**src/rtl/arb_pkg.sv**
```systemverilog
// Shared types and helpers for the round-robin arbiter (arb_rr, arb_pri).
package arb_pkg;

    typedef enum logic [0:0] {
        IDLE  = 1'b0,
        GRANT = 1'b1
    } arb_state_t;

    function automatic int unsigned ARB_PTR_W(input int unsigned n);
        return $clog2(n);
    endfunction

endpackage

```
**src/rtl/arb_pri.sv**
```systemverilog
// Rotated-priority find-first-set: one-hot winner of req, scanning from ptr upward mod N.
module arb_pri
    import arb_pkg::*;
#(
    parameter int unsigned N  = 4,
    parameter int unsigned PW = ARB_PTR_W(N)
) (
    input  logic [N-1:0]  req,
    input  logic [PW-1:0] ptr,
    output logic [N-1:0]  win,
    output logic          any
);

    logic [PW:0]   sum;
    logic [PW-1:0] idx;
    logic          found;

    // ptr + i < 2N always fits in PW+1 bits, so one conditional subtract gives mod N
    always_comb begin
        win   = '0;
        found = 1'b0;
        sum   = '0;
        idx   = '0;
        for (int unsigned i = 0; i < N; i++) begin
            sum = {1'b0, ptr} + (PW+1)'(i);
            if (sum >= (PW+1)'(N)) begin
                sum = sum - (PW+1)'(N);
            end
            idx = sum[PW-1:0];
            if (!found && req[idx]) begin
                win[idx] = 1'b1;
                found    = 1'b1;
            end
        end
    end

    assign any = |req;

endmodule

```
**src/rtl/arb_rr.sv**
```systemverilog
// Registered round-robin arbiter with back-pressure hold.
// Optional multi-beat lock via `ARB_RR_LOCK_EN (adds the lock_i port).
module arb_rr
    import arb_pkg::*;
#(
    parameter int unsigned N = 4
) (
    input  logic         clk,
    input  logic         rst,
    input  logic [N-1:0] req_i,
`ifdef ARB_RR_LOCK_EN
    input  logic [N-1:0] lock_i,
`endif
    input  logic         rdy_i,
    output logic         vld_o,
    output logic [N-1:0] gnt_o,
    output logic [N-1:0] ack_o
);

    localparam int unsigned PW = ARB_PTR_W(N);

    arb_state_t    state_q, state_d;
    logic [N-1:0]  gnt_q, gnt_d;
    logic [PW-1:0] ptr_q, ptr_d;
    logic [PW-1:0] cur_idx;
    logic [PW-1:0] ptr_adv;
    logic [PW-1:0] pri_ptr;
    logic [N-1:0]  win;
    logic          any;
    logic          accept;
    logic          hold;

    always_comb begin
        cur_idx = '0;
        for (int unsigned i = 0; i < N; i++) begin
            if (gnt_q[i]) begin
                cur_idx = PW'(i);
            end
        end
    end

    // Explicit wrap: N need not be a power of two
    assign ptr_adv = (cur_idx == PW'(N-1)) ? '0 : cur_idx + PW'(1);

    // On an accept the next winner is searched from the advanced pointer
    assign pri_ptr = (state_q == GRANT) ? ptr_adv : ptr_q;
    assign accept  = (state_q == GRANT) && rdy_i;

`ifdef ARB_RR_LOCK_EN
    assign hold = accept && |(gnt_q & lock_i & req_i);
`else
    assign hold = 1'b0;
`endif

    arb_pri #(
        .N  (N),
        .PW (PW)
    ) u_pri (
        .req (req_i),
        .ptr (pri_ptr),
        .win (win),
        .any (any)
    );

    always_comb begin
        state_d = state_q;
        gnt_d   = gnt_q;
        ptr_d   = ptr_q;
        case (state_q)
            IDLE: begin
                if (any) begin
                    state_d = GRANT;
                    gnt_d   = win;
                end
            end
            GRANT: begin
                if (accept && !hold) begin
                    ptr_d = ptr_adv;
                    if (any) begin
                        gnt_d = win;
                    end else begin
                        state_d = IDLE;
                        gnt_d   = '0;
                    end
                end
            end
        endcase
    end

    always_ff @(posedge clk) begin
        if (rst) begin
            state_q <= IDLE;
            gnt_q   <= '0;
            ptr_q   <= '0;
        end else begin
            state_q <= state_d;
            gnt_q   <= gnt_d;
            ptr_q   <= ptr_d;
        end
    end

    assign vld_o = (state_q == GRANT);
    assign gnt_o = gnt_q;
    assign ack_o = gnt_q & {N{rdy_i}};

`ifndef SYNTHESIS
    // A granted requester must keep requesting until it has been acknowledged
    a_req_held: assert property (@(posedge clk) disable iff (rst)
        ((state_q == GRANT) && !rdy_i) |-> |(gnt_q & req_i));
    a_onehot: assert property (@(posedge clk) disable iff (rst)
        $onehot0(gnt_q) && (vld_o == |gnt_q));
`endif

endmodule

```
**config.mk**
```make
export PLATFORM = sky130hd
export DESIGN_NAME = arb_rr
export DESIGN_NICKNAME = d
export VERILOG_FILES = /design/src/rtl/arb_pkg.sv /design/src/rtl/arb_pri.sv /design/src/rtl/arb_rr.sv
export SDC_FILE = /design/constraint.sdc
export NUM_CORES = 1
export LEC_CHECK = 0
export BUFFER_PORTS_ARGS = -buffer_cell sky130_fd_sc_hd__buf_4
export CORE_UTILIZATION = 55
export CTS_CLUSTER_SIZE = 24
export DETAILED_ROUTE_END_ITERATION = 10
export PLACE_DENSITY = 0.81
export SETUP_SLACK_MARGIN = 0.5
export SLEW_MARGIN = 20
export SYNTH_ARGS = -nofsm -noshare
export SYNTH_HDL_FRONTEND = slang
export SYNTH_SLANG_ARGS = --single-unit
```
**constraint.sdc**
```tcl
create_clock -name clk -period 6.4 [get_ports clk]
set_clock_uncertainty 0.05 [all_clocks]
set_input_delay 0.32 -clock clk [delete_from_list [all_inputs] [get_ports clk]]
set_output_delay 0.32 -clock clk [all_outputs]
set_load 0.01 [all_outputs]
```
==> reports/results.txt <==
Synth Area per Inst -> 7.95 um2
die width -> 38.1 um
CP Cell Sequence -> nand2b_1 > nor2_1 > a21oi_1 > ha_1 > nand2_1 > mux2_1 > and3_1 > a221oi_1 > o31ai_1
CTS Hold Buffers Added -> 0
area occupied by multi-input gates -> 531 um2
CTS Buffer Depth -> 2
fin util -> 74.5%
Final Non-Filler Cells -> 122
max_slew headroom -> 55.2%
CP Launch Point -> gnt_o[3]
H-tree levels -> 1
post-route ant nets -> 0
reg-to-reg startpoint -> gnt_o[3]
Layout Nets -> 123
IO Port Bufs -> 15
core box area -> 0.00116 mm2
worst skew pair latency -> 0.25 ns
crit start category -> flop
post_cts resized -> 0
Vias -> 744
slowest stage cell on the critical path -> a21oi_1
Die ar. -> 0.00145 mm2
Placed Instances -> 118
crit path DAT -> 2.87 ns
status -> completed
fraction of layout cells with a size suffix above 1 -> 21.3%
DRT Wirelength -> 1660 um
Worst Hold End -> vld_o
dpl cell area -> 835 um2
GRT Residual Overflow -> 0
CP max stage delay -> 0.53 ns
GPL Wtd Cong -> 0.890
R2R Setup Slk -> 3.61 ns
Crit Reg-Reg Endpoint -> gnt_o[3]
Final Hold Viols -> 0
Diodes inserted -> 0
Final min period -> 2.79 ns
reg2reg path depth -> 9
critical path type -> flop to flop
Routed WL per cell -> 13.6 um
CP Data Required Time -> 6.48 ns
pre-CTS setup slack -> 3.67 ns
CTS Buf Count -> 3
Initial Utilization -> 61.9%
sequential cell area -> 140 um2
Post-DP HPWL -> 1310 um
Mapped Area -> 716 um2
Post-CTS Setup Repair Bufs -> 0
setup ws final -> 3.61 ns
vias per cell -> 6.10
Hold WS -> 0.215 ns
Hold Startpoint -> rst
Power, Total -> 295 uW
VDD IR max -> 0.000164 V
worst path buffer plus inverter count -> 0
sum of negative setup slack -> 0 ns
largest net degree at the start of global routing -> 9
Post-Synthesis Net Count -> 104
first-pass GRT wire length -> 2710 um
Core Rows -> 12
sequential share of the synthesized area -> 19.6%
CP top delay family -> compound AO/OA/AOI/OAI gates
Hold WC Path Type -> input pin to flop
f_max -> 358 MHz
commonest non-fill, non-tap cell in the layout -> buf_4
Yosys warning total -> 0
Layout fillers -> 103
# DRC -> 0
first-pass iteration count of the detailed router -> 4
gate count after technology mapping -> 90
Unique masters post-synth -> 28
Final Cycle Share -> 43.6%
Final setup viols -> 0
antenna violations before repair -> 0
Crit Path Max Fanout -> 7
number of global-route vias before repair -> 622
CTS tree -> done
initial drt markers -> 25
most frequent cells in the layout -> 15 x buf_4, 13 x nor2_1, 8 x inv_1, 7 x ha_1, 7 x dfxtp_1
Root Buffer Master -> clkbuf_4
Max-Cap Viols -> 0
Finished Cell Area -> 861 um2
Hold Path Cell Cnt -> 2
pwr/cell area -> 343 mW/mm2
worst-margin pin slew -> 0.672 ns
kind of end point of the critical path -> flop
Worst-path clk slew -> 0.05 ns
leakage power -> 0.402 nW
Final Max Slew Viols -> 0
num ports -> 16
Vert. Die Dim -> 38.1 um
Yosys reg bits -> 7
Clock Sinks -> 7
Area Growth Syn to Fin -> 20.3%
Overall Global Routing Usage -> 26.3%
RSZ-0062 raised after global routing -> no
how the worst max path moves through the flow:
stage,to,cells after the start
after floorplan,gnt_o[0],9
after detailed placement,gnt_o[3],9
after global placement,gnt_o[3],9
after CTS,gnt_o[3],9
final,gnt_o[3],9
after global routing,gnt_o[3],9
per-layer routing:
layer	routed length (um)	share of wire, %	track usage, %	vias up
li1	-	-	-	365
met1	741	45	31.8	338
met2	799	48	47.5	37
met3	104	6.3	3.49	4
met4	19	1.1	8.04	0
met5	0	0	0	-
synth_stat cells:
master	count	area share, %
inv_1	8	4.2
and2b_4	1	1.4
o21ai_0	2	1.4
a21oi_1	5	3.5
nand2_1	5	2.6
o31ai_1	4	4.2
nor3b_1	2	2.1
nor3_1	2	1.4
dfxtp_1	7	20
inv_2	1	0.52
and3_1	2	1.7
buf_6	1	1.6
ha_1	7	12
a21boi_0	1	1.0
and2_1	4	3.5
a22oi_1	4	4.2
o21a_1	2	2.1
nand2b_1	2	1.7
a211oi_4	1	2.8
o211ai_1	2	2.1
a221oi_1	4	4.9
a211o_1	1	1.2
nor2_1	13	6.8
mux4_2	1	3.1
mux2_2	1	1.6
nor4_1	3	2.6
mux2_1	1	1.6
mux2i_1	3	4.2
layout make-up:
type | count | area share (%)
multi-input combinational | 73 | 61.6
sequential | 7 | 16.3
timing repair buffer | 15 | 13.1
inverter | 9 | 3.92
clock buffer | 4 | 3.05
tap | 14 | 2.03
cells by family (layout without fill, tap and decap cells):
family	after synthesis	in the layout	share of synthesized area, %
AND/OR/NAND/NOR	34	34	24.0
AO/OA/AOI/OAI	26	26	27.4
buffers and inverters	10	28	6.29
adder cells (fa/ha/maj)	7	7	12.2
flip-flops	7	7	19.6
multiplexers	6	6	10.5
power breakdown:
group,switching [mW],internal (mW)
combinational,0.106,0.0844
sequential,0.0110,0.0544
clock,0.0157,0.0238
registers in the layout (all words and copies together), names as in the netlist:
register  cells
vld_o         1
ptr_q         2
gnt_o         4
No activity file was read; power rests on OpenSTA's default activity.
